**src/rtl/data_mem_arbiter_pkg.sv**
```systemverilog
// Shared types, constants and the byte-merge helper for the data_mem arbiter.
package mem_arb_pkg;

    typedef enum logic {
        IDLE   = 1'b0,
        RMW_WR = 1'b1
    } arb_state_t;

    localparam int N_REQ      = 2;
    localparam int MEM_DATA_W = 64;
    localparam int MEM_BE_W   = MEM_DATA_W / 8;

    // Enabled bytes come from new_word, the rest keep old_word.
    function automatic logic [MEM_DATA_W-1:0] be_merge(
        input logic [MEM_DATA_W-1:0] old_word,
        input logic [MEM_DATA_W-1:0] new_word,
        input logic [MEM_BE_W-1:0]   be
    );
        logic [MEM_DATA_W-1:0] merged;
        merged = old_word;
        for (int k = 0; k < MEM_BE_W; k++) begin
            if (be[k]) begin
                merged[8*k +: 8] = new_word[8*k +: 8];
            end
        end
        return merged;
    endfunction

endpackage

```
**src/rtl/data_mem_arbiter_if.sv**
```systemverilog
// Requester and data_mem bus bundle for data_mem_arbiter.
interface data_mem_arbiter_if
    import mem_arb_pkg::*;
#(
    parameter int ADDR_W = 64,
    parameter int DATA_W = MEM_DATA_W
);
    logic [N_REQ-1:0]                 req_valid;
    logic [N_REQ-1:0]                 req_ready;
    logic [N_REQ-1:0]                 req_we;
    logic [N_REQ-1:0][ADDR_W-1:0]     req_addr;
    logic [N_REQ-1:0][DATA_W-1:0]     req_wdata;
    logic [N_REQ-1:0][DATA_W/8-1:0]   req_be;
    logic [N_REQ-1:0]                 rsp_valid;
    logic [DATA_W-1:0]                rsp_rdata;
    logic                             mem_wrt_en;
    logic [ADDR_W-1:0]                mem_address;
    logic [DATA_W-1:0]                mem_write_data;
    logic [DATA_W-1:0]                mem_read_data;

    modport slave (
        input  req_valid, req_we, req_addr, req_wdata, req_be, mem_read_data,
        output req_ready, rsp_valid, rsp_rdata, mem_wrt_en, mem_address, mem_write_data
    );

    modport master (
        output req_valid, req_we, req_addr, req_wdata, req_be, mem_read_data,
        input  req_ready, rsp_valid, rsp_rdata, mem_wrt_en, mem_address, mem_write_data
    );
endinterface

```
**src/rtl/mem_arb_pick.sv**
```systemverilog
// Two-requester grant selection. MEM_ARB_RR_EN selects round-robin on ties,
// otherwise port 0 has fixed priority.
module mem_arb_pick
    import mem_arb_pkg::*;
(
`ifdef MEM_ARB_RR_EN
    input  logic             clk,
    input  logic             rst,
    input  logic             accept,
`endif
    input  logic [N_REQ-1:0] valid,
    output logic [N_REQ-1:0] grant
);

`ifdef MEM_ARB_RR_EN
    // Index of the port granted most recently; resets to 1 so port 0 wins first.
    logic last_q;
    logic last_d;

    always_comb begin
        grant  = valid;
        last_d = last_q;
        if (valid == 2'b11) begin
            grant = last_q ? 2'b01 : 2'b10;
        end
        if (accept) begin
            last_d = grant[1];
        end
    end

    always_ff @(posedge clk or posedge rst) begin
        if (rst) begin
            last_q <= 1'b1;
        end else begin
            last_q <= last_d;
        end
    end
`else
    always_comb begin
        grant = valid;
        if (valid == 2'b11) begin
            grant = 2'b01;
        end
    end
`endif

endmodule

```
**src/rtl/data_mem_arbiter.sv**
```systemverilog
// Shares one data_mem between two requesters; sub-word stores use read-modify-write.
// Optional MEM_ARB_RR_EN enables round-robin tie breaking.
module data_mem_arbiter
    import mem_arb_pkg::*;
#(
    parameter int ADDR_W = 64,
    parameter int DATA_W = MEM_DATA_W
)(
    input  logic               clk,
    input  logic               rst,
    data_mem_arbiter_if.slave  bus
);

    arb_state_t               state_q, state_d;
    logic [N_REQ-1:0]         rsp_valid_q, rsp_valid_d;
    logic [DATA_W-1:0]        rsp_rdata_q, rsp_rdata_d;
    logic [ADDR_W-1:0]        wr_addr_q, wr_addr_d;
    logic [DATA_W-1:0]        wr_data_q, wr_data_d;
    logic                     rmw_port_q, rmw_port_d;

    logic [N_REQ-1:0]         grant;
    logic                     accept;
    logic                     sel;

    mem_arb_pick u_pick (
`ifdef MEM_ARB_RR_EN
        .clk    (clk),
        .rst    (rst),
        .accept (accept),
`endif
        .valid  (bus.req_valid),
        .grant  (grant)
    );

    assign sel = grant[1];

    always_comb begin
        state_d            = state_q;
        rsp_valid_d        = '0;
        rsp_rdata_d        = rsp_rdata_q;
        wr_addr_d          = wr_addr_q;
        wr_data_d          = wr_data_q;
        rmw_port_d         = rmw_port_q;
        accept             = 1'b0;
        bus.req_ready      = '0;
        bus.mem_wrt_en     = 1'b0;
        bus.mem_address    = '0;
        bus.mem_write_data = '0;

        case (state_q)
            IDLE: begin
                if (!rst && grant != '0) begin
                    bus.req_ready   = grant;
                    accept          = 1'b1;
                    bus.mem_address = bus.req_addr[sel];
                    if (!bus.req_we[sel]) begin
                        rsp_rdata_d      = bus.mem_read_data;
                        rsp_valid_d[sel] = 1'b1;
                    end else if (&bus.req_be[sel]) begin
                        bus.mem_wrt_en     = 1'b1;
                        bus.mem_write_data = bus.req_wdata[sel];
                        rsp_rdata_d        = '0;
                        rsp_valid_d[sel]   = 1'b1;
                    end else if (~|bus.req_be[sel]) begin
                        rsp_rdata_d      = '0;
                        rsp_valid_d[sel] = 1'b1;
                    end else begin
                        // Old word is on mem_read_data now; merge and write it next cycle.
                        wr_addr_d  = bus.req_addr[sel];
                        wr_data_d  = be_merge(bus.mem_read_data, bus.req_wdata[sel], bus.req_be[sel]);
                        rmw_port_d = sel;
                        state_d    = RMW_WR;
                    end
                end
            end
            RMW_WR: begin
                bus.mem_wrt_en          = 1'b1;
                bus.mem_address         = wr_addr_q;
                bus.mem_write_data      = wr_data_q;
                rsp_rdata_d             = '0;
                rsp_valid_d[rmw_port_q] = 1'b1;
                state_d                 = IDLE;
            end
            default: state_d = IDLE;
        endcase
    end

    always_ff @(posedge clk or posedge rst) begin
        if (rst) begin
            state_q     <= IDLE;
            rsp_valid_q <= '0;
            rsp_rdata_q <= '0;
            wr_addr_q   <= '0;
            wr_data_q   <= '0;
            rmw_port_q  <= 1'b0;
        end else begin
            state_q     <= state_d;
            rsp_valid_q <= rsp_valid_d;
            rsp_rdata_q <= rsp_rdata_d;
            wr_addr_q   <= wr_addr_d;
            wr_data_q   <= wr_data_d;
            rmw_port_q  <= rmw_port_d;
        end
    end

    assign bus.rsp_valid = rsp_valid_q;
    assign bus.rsp_rdata = rsp_rdata_q;

endmodule

```
**src/flat_wrapper.sv**
```systemverilog
// flat-port wrapper written by rule: the top's interface ports become plain ports
module data_mem_arbiter_flat import mem_arb_pkg::*;
#(
    parameter int ADDR_W = 64,
    parameter int DATA_W = MEM_DATA_W
)
  (clk, rst, bus_req_valid, bus_req_we, bus_req_addr, bus_req_wdata, bus_req_be, bus_mem_read_data, bus_req_ready, bus_rsp_valid, bus_rsp_rdata, bus_mem_wrt_en, bus_mem_address, bus_mem_write_data);
  data_mem_arbiter_if #(.ADDR_W(ADDR_W), .DATA_W(DATA_W)) bus_i ();
  input  logic clk;
  input  logic rst;
  input wire logic [$bits(bus_i.req_valid)-1:0] bus_req_valid;
  input wire logic [$bits(bus_i.req_we)-1:0] bus_req_we;
  input wire logic [$bits(bus_i.req_addr)-1:0] bus_req_addr;
  input wire logic [$bits(bus_i.req_wdata)-1:0] bus_req_wdata;
  input wire logic [$bits(bus_i.req_be)-1:0] bus_req_be;
  input wire logic [$bits(bus_i.mem_read_data)-1:0] bus_mem_read_data;
  output wire logic [$bits(bus_i.req_ready)-1:0] bus_req_ready;
  output wire logic [$bits(bus_i.rsp_valid)-1:0] bus_rsp_valid;
  output wire logic [$bits(bus_i.rsp_rdata)-1:0] bus_rsp_rdata;
  output wire logic [$bits(bus_i.mem_wrt_en)-1:0] bus_mem_wrt_en;
  output wire logic [$bits(bus_i.mem_address)-1:0] bus_mem_address;
  output wire logic [$bits(bus_i.mem_write_data)-1:0] bus_mem_write_data;
  assign bus_i.req_valid = bus_req_valid;
  assign bus_i.req_we = bus_req_we;
  assign bus_i.req_addr = bus_req_addr;
  assign bus_i.req_wdata = bus_req_wdata;
  assign bus_i.req_be = bus_req_be;
  assign bus_i.mem_read_data = bus_mem_read_data;
  assign bus_req_ready = bus_i.req_ready;
  assign bus_rsp_valid = bus_i.rsp_valid;
  assign bus_rsp_rdata = bus_i.rsp_rdata;
  assign bus_mem_wrt_en = bus_i.mem_wrt_en;
  assign bus_mem_address = bus_i.mem_address;
  assign bus_mem_write_data = bus_i.mem_write_data;
  data_mem_arbiter #(.ADDR_W(ADDR_W), .DATA_W(DATA_W)) u_core (.clk(clk), .rst(rst), .bus(bus_i));
endmodule
```
**config.mk**
```make
export PLATFORM = sky130hd
export DESIGN_NAME = data_mem_arbiter_flat
export DESIGN_NICKNAME = d
export VERILOG_FILES = /design/src/rtl/data_mem_arbiter_pkg.sv /design/src/rtl/data_mem_arbiter_if.sv /design/src/rtl/mem_arb_pick.sv /design/src/rtl/data_mem_arbiter.sv /design/src/flat_wrapper.sv
export SDC_FILE = /design/constraint.sdc
export NUM_CORES = 1
export LEC_CHECK = 0
export BUFFER_PORTS_ARGS = -buffer_cell sky130_fd_sc_hd__buf_2
export CAP_MARGIN = 10
export CORE_UTILIZATION = 25
export CTS_BUF_LIST = sky130_fd_sc_hd__clkbuf_8
export DETAILED_ROUTE_END_ITERATION = 16
export PLACE_DENSITY_LB_ADDON = 0.05
export SETUP_SLACK_MARGIN = 0.5
export SLEW_MARGIN = 10
export SYNTH_ARGS = -nofsm -noshare
export SYNTH_HDL_FRONTEND = slang
export SYNTH_SLANG_ARGS = --single-unit
```
**constraint.sdc**
```tcl
create_clock -name clk -period 5.7 [get_ports clk]
set_input_delay 0 -clock clk [delete_from_list [all_inputs] [get_ports clk]]
set_output_delay 0 -clock clk [all_outputs]
set_load 0.05 [all_outputs]
```
* After elaboration in Yosys (flattened, before gate mapping)
Cells that the tools add are included.
** Cells by class
- Add/subtract/negate cells :: 0
- Multiply operators :: 0
- Div/mod/pow operators :: 0
- Order comparisons :: 4
- Equal/unequal tests :: 3
- Shift-type cells :: 0
- Multiplexer cells :: 48
- Bitwise logic cells :: 2
- Reductions and logical operators :: 9
** Operators by type and width (count)
- $mux W64 :: 12
- $pmux W64 S2 :: 3
- $mux W8 :: 10
- $mux W2 :: 7
- $mux W1 :: 11
- $reduce_and A8 Y1 :: 1
- $reduce_or A8 Y1 :: 1
- $reduce_and A5 Y1 :: 1
- $lt A1 B2 Y1 const B :: 2
- $ne A4 B4 Y1 const B :: 1
- $pmux W1 S2 :: 2
- $pmux W2 S2 :: 1
- $logic_and A1 B1 Y1 :: 3
- $demux W1 S1 :: 2
- $eq A2 B2 Y1 const B :: 1
- $ge A1 B1 Y1 const B :: 2
- $ne A2 B1 Y1 const B :: 1
- $not A1 Y1 :: 2
- $reduce_and A2 Y1 :: 1
- $reduce_bool A2 Y1 :: 1
- $logic_not A1 Y1 :: 1
** Word-level totals
- Register bits after elaboration :: 196
- Latch bits :: 0
- RAM bits :: 0
- Memory bits (read-only) :: 0
- Input bits :: 342
- Output and inout port bits :: 197
- Word-level logic and storage cells :: 72
- Memories :: 0

* Logic depth before layout (Yosys ltp)
Gate-level depths: netlist of the first run.
- Word-level depth :: 11
- Mapped depth :: 9
- Mapped depth without buffers :: 5

* Hierarchy
A second synthesis of the first run with hierarchy kept.
** Second synthesis, totals
- Cells, all modules :: 1352
- Area total of the unflattened synthesis :: 12859.8 um^2
** Modules (own cells, without submodules)
- data_mem_arbiter :: instances 1, cells an instance 1350, area an instance 12849.8 um^2, seq. area each 4904.7 um^2
- mem_arb_pick :: instances 1, cells an instance 2, area an instance 10.0 um^2, seq. area each 0.0 um^2

* Worst setup path after synthesis of the first run
Ideal clock, no wire load.
- Path type :: input -> register
- From :: input port rst
- To :: register u_core.rsp_rdata_q[0], in the netlist u_core.bus.rsp_rdata[0]
- Library setup time :: 0.067 ns
- Arrival time :: 5.250 ns
- Data required time :: 5.633 ns
- Slack :: 0.383 ns
- Cell stages on the path :: 5
- Path buffers :: 2
- Cell sequence :: inv_1 -> and3_1 -> clkbuf_2 -> clkbuf_1 -> a22o_1
** Between the ends
- Longest elaborated chain between the ends :: 4
** RTL lines
- start: declaration :: line flat_wrapper.sv:10 : input logic rst;
- $logic_not A1 Y1 :: line data_mem_arbiter.sv:52 : if (!rst && grant != '0) begin
- $logic_and A1 B1 Y1 :: line data_mem_arbiter.sv:52
- $ne A2 B1 Y1 (no line)
- $reduce_and A2 Y1 (no line)
- end signal: assignment :: line data_mem_arbiter.sv:99 : rsp_rdata_q <= rsp_rdata_d;
- end: declaration :: line data_mem_arbiter.sv:16 : logic [DATA_W-1:0] rsp_rdata_q, rsp_rdata_d;
Every way passes these cells.
A chain may end at the register's enable or synchronous reset.

* Final worst setup path of the first run
- From :: register u_core.state_q
- To :: output port bus_mem_address[26]
** Between the ends
- Longest elaborated chain between the ends :: 2
** RTL lines
- start: declaration :: line data_mem_arbiter.sv:14 : arb_state_t state_q, state_d;
- start signal: assignment :: line data_mem_arbiter.sv:97 : state_q <= state_d;
- $not A1 Y1
- $pmux W64 S2 (*) :: line data_mem_arbiter.sv:50 : case (state_q)
- end: declaration :: line flat_wrapper.sv:21 : output wire logic [$bits(bus_i.mem_address)-1:0] bus_mem_address;
Every way passes the cells marked *; elsewhere a longest branch is shown, timed or not.

==> results, run 1 <==
- The destination of the worst register-to-register timing path is u_core.bus.rsp_rdata[15].
- The minimum clock period is 3160 ps.
- The total power consumption of the routed design is 4.45 mW.
- The mean area per synthesized cell is 9.14 sq um.
- Across all layers, the routed design uses 12,100 vias.
- The signal arrival time at the worst endpoint is 3160 ps.
- The flop-to-flop setup slack is 2970 ps.
- The launch point of the worst hold path is bus_req_valid[0].
- For this run, the share of the core covered by cells in the final layout is 41.3%.
- The biggest area contributor in the post-synthesis netlist is dfrtp_1.
- By area the synthesized netlist is led by dfrtp_1 45%, mux2i_1 12%, nand2_1 9.8%.
- The synthesis warning total is 0.
- The hold violation count in the final report is 0.
- Setup total negative slack on the finished layout was measured at 0 ps.
- The min-delay analysis places its worst path in the category in2reg.
- The dominant synthesized flop cell is dfrtp_1.
- The clock transition at the register clock pins on the worst setup and hold paths after CTS is 100 ps.
- The number of hold buffers added after cts is 321.
- The final layout contains 2,325 nets.
- The overall die area is 44,200 sq um.
- The core box area is 42,300 sq um.
- The number of enable flip-flop cells after synthesis is 0.
- The number of post-CTS setup repair buffers is 0.
- The logic gate share of total power is 36.9%.
- The final count of negative-setup-slack endpoints is 0.
- The cell family contributing the most delay on the critical path is flip-flops.
- Setup repair after global routing left no endpoint under its margin.
- The portion of the post-synthesis area used by sequential elements is 45.3%.
- Across the VDD grid, the largest voltage drop is 0.000120 V.
- The count of placed standard cells including taps is 2,220.
- Synthesis produced a netlist with a net count of 1,527.
- Of the cells placed in the final design, the portion with a size suffix greater than 1 is 29.6%.
- Among all stages on the critical path, the largest delay is contributed by dfrtp_4.
- After floorplanning, the core was divided into 75 placement rows.
- The maximum clock rate is 0.317 GHz.
- Synthesis handed over a netlist of 1,185 instances.
- The required time at the endpoint of the critical path is 5700 ps.
- The kind of critical path is reg2out.
- The count of cells along the worst hold path is 4.
- For this run, the slowest stage of the critical path takes 950 ps.
- The count of clock tree sinks is 196.
- The power density relative to cell area is 255 nW/um^2.
- The biggest fanout along the worst timing path is 66.
- The CTS tree is built.
- The initial standard-cell utilization of the core is 25.6%.
- The number of input and output port buffers inserted is 538.
- The number of DRC violations after detailed routing is 0.
- The number of top-level pins is 539.
- Per report_power, the clock group accounts for 21.5% of the total.
- In the finished design, the share of the clock period the worst path needs comes to 55.4%.
- Detailed placement finished with a half-perimeter wire length of 35,600 microns.
- The area growth from synthesis to layout is 61.3%.
- The actual transition at the worst max-transition pin is 1180 ps.
- The number of global-route vias before repair was 12,800.
- The origin of the critical flop-to-flop path is u_core.state_q.
- The number of distinct standard cells referenced by the synthesized netlist is 30.
- The pin count of the biggest net entering global routing is 125.
- The master cell of the clock root buffer is clkbuf_8.
- The count of cells in the finished layout, fillers not included, comes to 2,571.
- The max-capacitance violation count is 0.
- Global routing used 22.1% of the available tracks across all layers.
- The critical path crosses 4 cells after its start point.
- The number of buffers inserted during clock tree synthesis is 17.
- The die span in x is 210 microns.
- In the synthesized netlist, the cells that appear most often are 284 x nand2_1, 196 x dfrtp_1, 128 x mux2i_1, 128 x o31ai_1, 85 x o21ai_0.
- The wire length of the first global-routing pass is 75,100 microns.
- In this run the deepest clock path goes through 2 buffers.
- The first TritonRoute pass finished after 5 iterations.
- Wires add up to 49,300 microns.
- The average routed wire per standard cell is 19.2 microns.
- The overall overflow remaining after global route is 0.
- The leakage power summed over all cells is 8.79 nW.
- In this run the vertical extent of the chip is 210 microns.
- The initial antenna violation count was 3.
- The net switching power is 1.74 mW.
- The synthesized design devotes to its leading area cell type 45.3% of total area.
- The number of buffers and inverters on the critical path is 2.
- The area of the mapped netlist is 10,800 sq um.
- STA classifies the critical path endpoint as an output port.
- The number of pins exceeding their max-slew limit in the final report is 0.
- Among all cell types in the netlist, the one instantiated most often is nand2_1.
- The via count normalized by instance count is 4.71.
- The path depth of the worst reg2reg path is 4.
- The worst hold path endpoint is u_core.bus.rsp_valid[0].
- The DRC marker count from the first detailed-route iteration is 641.
- For the final database, setup skew stands at 14.9 ps.
- Of the total power, registers draw 41.6%.
- The flow ran to the end, and the final reports show no timing, DRC or antenna violations.
- Gates resized during post-CTS repair numbered 0.
- The number of synthesized register bits is 196.
- The count of nets left with antenna violations once routing finished came out at 0.
- The switching portion of total power is 39.1%.
- Traced cell by cell, the critical path runs through inv_1, nand2_4, o21ai_0, buf_2.
- The max-slew headroom at the worst pin is 20.8%.
- The share of async-settable or async-resettable flops after synthesis is 100%.
- Internal power comes to 2.71 mW.
- The final weighted congestion in routability-driven placement is 0.818.
- The critical path launch point type is a flop.
- The number of levels in the clock H-tree is 4.
- Clock latency on the worst-skew pair, taken at its later pin, is 490 ps.
[worst max-delay path by stage]
stage	startpoint	to	slack (ps)
finish	u_core.state_q	bus_mem_address[26]	2540
global route	u_core.state_q	bus_mem_address[52]	2270
CTS	u_core.state_q	bus_mem_address[26]	1900
detailed placement	u_core.state_q	bus_mem_address[26]	2480
global placement	u_core.state_q	bus_mem_address[26]	2390
floorplan	rst	u_core.bus.rsp_rdata[0]	1490
[metal layers]
| layer | track usage (%) | vias up | wire length, microns |
|---|---|---|---|
| met2 | 37.8 | 379 | 24400 |
| met4 | 6.92 | 4 | 1160 |
| met3 | 4.47 | 55 | 2530 |
| met5 | 0 | - | 21 |
| met1 | 27.7 | 5749 | 21200 |
| li1 | - | 5915 | - |
[cells in the final DEF (no fill, tap or decap), types with 3 or more instances in the layout]
cell type and count:
o31ai_1 128, buf_4 12, o21ai_0 85, o22ai_1 65, inv_1 5, a22o_1 65, bufinv_16 3, buf_2 538
nor2_1 67, mux2i_1 128, nand4_1 4, dlygate4sd3_1 321, clkinvlp_4 6, nor3_1 4, dfrtp_1 195, nor4_1 4
o21ai_1 45, clkbuf_8 18, nand2_1 283
[power by group through the flow]
stage                     registers [mW]  logic [mW]  clock network [mW]
after global placement              1.87        1.45                   0
after CTS                           1.85        1.66                1.01
after detailed placement            1.87        1.46                   0
final                               1.85        1.64               0.958
after global routing                1.89        1.78                1.04
after floorplan                     2.05       0.810                   0
[worst register-to-register path: cells and delay by family (launching register included)]
family                 cells  cell delay (ps)
DFF                        1              780
buffers and inverters      2              920
and+or+nand+nor            1              740
AOI/OAI and AO/OA          1              240
[stage by stage]
stage	setup slack [ps]	area, sq um	hold slack, ps
floorplan	1490	10800	140
global placement	2390	13900	239
detailed placement	2480	13900	247
CTS	1900	17500	17.4
global route	2270	17500	67.2
finish	2540	17500	69.8
[logic make-up after synthesis]
kind of cell	count (synthesis)	share of synthesized area, %
buf+inv	97	4.97
mux	128	11.8
simple gates	367	13.1
flops	196	45.3
compound gates	397	24.9
[sequential cells by signal, indices dropped and copies added (netlist names)]
signal and count:
u_core.bus.rsp_rdata 64, u_core.wr_addr_q 64, u_core.wr_data_q 64, u_core.bus.rsp_valid 2, u_core.rmw_port_q 1, u_core.state_q 1
[final cells by class]
class                   count  area, sq um
flip-flops and latches    196         4910
diodes                      1         2.50
clock buffers              18          248
well taps                 577          722
repair buffers            872         6020
inverters                   4         18.8
fillers                  4344        24800
multi-input cells         892         5430
clock inverters            11          140
(Power assumes the default switching activity.)
==> run 2: changes to the inputs <==
==> constraint.sdc (replaced) <==
create_clock -name clk -period 2.91 [get_ports clk]
set_input_delay 0 -clock clk [delete_from_list [all_inputs] [get_ports clk]]
set_output_delay 0 -clock clk [all_outputs]
set_load 0.05 [all_outputs]
==> run 2 against run 1 <==
Sequential share of layout area fell by 0.27 points. Critical path depth increased by 3. Via count about the same. Largest power group unchanged. Critical endpoint is now bus_mem_write_data[0]. Non-clock buffer count increased by 3. Global-route usage decreased by 0.062 points. Critical path type is now in2out. Worst hold slack improved by 69 ps. Clock-buffer cell count is 1 lower. Largest cell class unchanged. Register-to-register slack lost 2200 ps. Clock skew grew 0.61 ps.
==> results, run 2 (synthesis gave the netlist of run 1 again) <==
- The flow ran to the end, and the final reports show no timing, DRC or antenna violations.
- The number of DRC violations after detailed routing is 0 (unchanged).
- The clock transition at the register clock pins on the worst setup and hold paths after CTS came to 100 ps (about the same).
- The peak supply drop was 0.000242 V (+100%).
- The final instance count without filler cells is 2,582 (+0.43%).
- The max-capacitance violation count is 0 (unchanged).
- The routed wire length came to 49,000 microns (-0.44%).
- The leakage power summed over all cells was 8.84 nW (+0.63%).
- The actual transition at the worst max-transition pin is 942 ps (-242 ps).
- The type of the worst min-delay path is in2reg.
- The share of cells above drive strength 1 came to 30.0% (+0.36 points).
- The core box area is 42,300 sq um (unchanged).
- The final core area utilization is 41.7% (+0.40 points).
- Derived from the worst setup path, the maximum achievable clock frequency is 0.421 GHz.
- The number of optimization iterations in the first detailed-route pass is 5 (unchanged).
- The biggest fanout along the worst timing path is 24 (-64%).
- TritonCTS built the clock tree.
- The maximum number of buffers from clock root to sink is 2 (unchanged).
- The half-perimeter wire length of the detailed placement result was 34,300 microns (-3.6%).
- The max-slew headroom at the worst pin came to 37.2% (+16 points).
- The critical path launch point type is an input pin.
- The average routed wire per standard cell came to 19.0 microns (-0.87%).
- The overall overflow remaining after global route was 0 (unchanged).
- The number of buffers inserted during clock tree synthesis was 17 (unchanged).
- The signal arrival time at the worst endpoint is 2380 ps (-780 ps).
- In the layout the commonest cells are 534 x buf_2, 322 x dlygate4sd3_1, 283 x nand2_1, 195 x dfrtp_1, 128 x mux2i_1.
- The hold violation count in the final report is 0 (unchanged).
- The number of standard-cell rows in the floorplan was 75 (unchanged).
- The power density relative to cell area came to 495 nW/um^2 (+94%).
- The global-route usage over all layers is 22.0% (-0.062 points).
- The number of top-level pins was 539 (unchanged).
- The initial antenna violation count is 9 (+6).
- The pre-CTS setup slack came to 705 ps (-1770 ps).
- The final count of negative-setup-slack endpoints is 0 (unchanged).
- The via total after detailed routing is 12,100 (+0.066%).
- The number of global-route vias before repair is 12,700 (-0.95%).
- The setup total negative slack is 0 ps (unchanged).
- The worst setup path is captured at an output port.
- The DRC marker count from the first detailed-route iteration is 633 (-1.2%).
- The final clock period utilization by the worst path is 81.7%.
- Counting I/O delays and the setup requirement, the final critical path takes 2380 ps.
- The wire length of the first global-routing pass is 74,400 microns (-0.90%).
- The final weighted congestion in routability-driven placement is 0.808 (-1.2%).
- The clock latency on the worst-skew pair is 500 ps (about the same).
- The initial standard-cell utilization of the core was 25.6% (unchanged).
- The slack of the critical path is 532 ps (-2010 ps).
- The final setup skew is 15.5 ps (+0.607 ps).
- The count of clock tree sinks is 196 (unchanged).
- The die span in y is 210 microns (unchanged).
- The number of input and output port buffers inserted is 538 (unchanged).
- The post-route worst hold slack was 139 ps (+69.5 ps).
- The required time at the endpoint of the critical path came to 2910 ps (-2790 ps).
- Setup repair after global routing could not meet its margin everywhere.
- The pin count of the biggest net entering global routing is 196 (+57%).
- The overall die area is 44,200 sq um (unchanged).
- The die span in x is 210 microns (unchanged).
- The most common cell after layout, fill and taps aside is buf_2.
- The kind of critical path is in2out.
- The count of placed standard cells including taps is 2,222 (+0.090%).
- The master cell of the clock root buffer is clkbuf_8.
- The number of nets at the end of the flow is 2,328 (+0.13%).
- The number of pins exceeding their max-slew limit in the final report is 0 (unchanged).
- The via count normalized by instance count is 4.69 (-0.36%).
- The number of levels in the clock H-tree came to 4 (unchanged).
- From synthesis to final layout, the design area changed by 62.9%.
- The remaining number of nets flagged by the antenna check after routing is 0 (unchanged).
[run 2: cell types whose count changed in the layout (fill, tap and decap cells not counted), moves of 2 or more]
cell	before	now
o21ai_1	45	47
clkbuf_4	0	4
o21ai_0	85	83
clkinv_4	0	4
clkinvlp_4	6	4
buf_2	538	534
buf_12	1	7
inv_1	5	3
buf_4	12	7
bufinv_16	3	1
diode_2	1	6
inv_8	0	6
[run 2: final cells by class]
class                           instances  area, sq um
Timing Repair Buffer                  875         6150
Inverter                                4         18.8
Multi-Input combinational cell        892         5440
Clock inverter                         15          164
Clock buffer                           17          234
Sequential cell                       196         4910
Tap cell                              577          722
Fill cell                            4321        24700
Antenna cell                            6         15.0
[run 2: layer usage]
| layer | global-route usage, % | wire length, microns | up-vias | part of all wire (%) |
|---|---|---|---|---|
| met2 | 37.6 | 23600 | 405 | 48 |
| met5 | 0 | 53 | - | 0.11 |
| met3 | 4.42 | 2610 | 73 | 5.3 |
| li1 | - | - | 5927 | - |
| met1 | 27.2 | 21300 | 5697 | 43 |
| met4 | 8.33 | 1440 | 8 | 2.9 |
[run 2: metrics by stage]
step | area, sq um | power, mW
3_3_place_gp | 14000 | 6.53
2_1_floorplan | 10900 | 5.62
4_1_cts | 17600 | 8.86
5_1_grt | 17600 | 9.27
3_5_place_dp | 14000 | 6.56
6_report | 17600 | 8.74
[run 2: path summary, 6_finish.rpt]
kind,cells past startpoint,slack [ps],to,startpoint
hold / removal,5,140,u_core.bus.rsp_valid[0],bus_req_we[0]
min in group asynchronous,4,410,u_core.state_q,rst
max in group asynchronous,5,1310,u_core.wr_addr_q[38],rst
hold reg to reg,2,490,u_core.wr_data_q[40],u_core.wr_data_q[40]
setup / recovery,7,530,bus_mem_write_data[0],rst
setup reg to reg,4,800,u_core.bus.rsp_rdata[23],u_core.state_q
[run 2: what timing repair did]
item	4_1_cts	5_1_grt
setup endpoints to repair	46	34
hold buffers	322	0
buffers inserted	0	0
resized for setup	4	5
endpoints found under the hold margin	348	0
[run 2: critical path: stages]
cell	delay, ps
dlygate4sd3_1	570
buf_2	180
nor2_1	190
o21ai_4	270
buf_4	330
o31ai_1	480
buf_2	360
[run 2: report_power, final]
| part | switching (mW) | internal, mW |
|---|---|---|
| registers | 0.317 | 3.30 |
| logic | 2.08 | 1.19 |
| clock network | 1.14 | 0.718 |
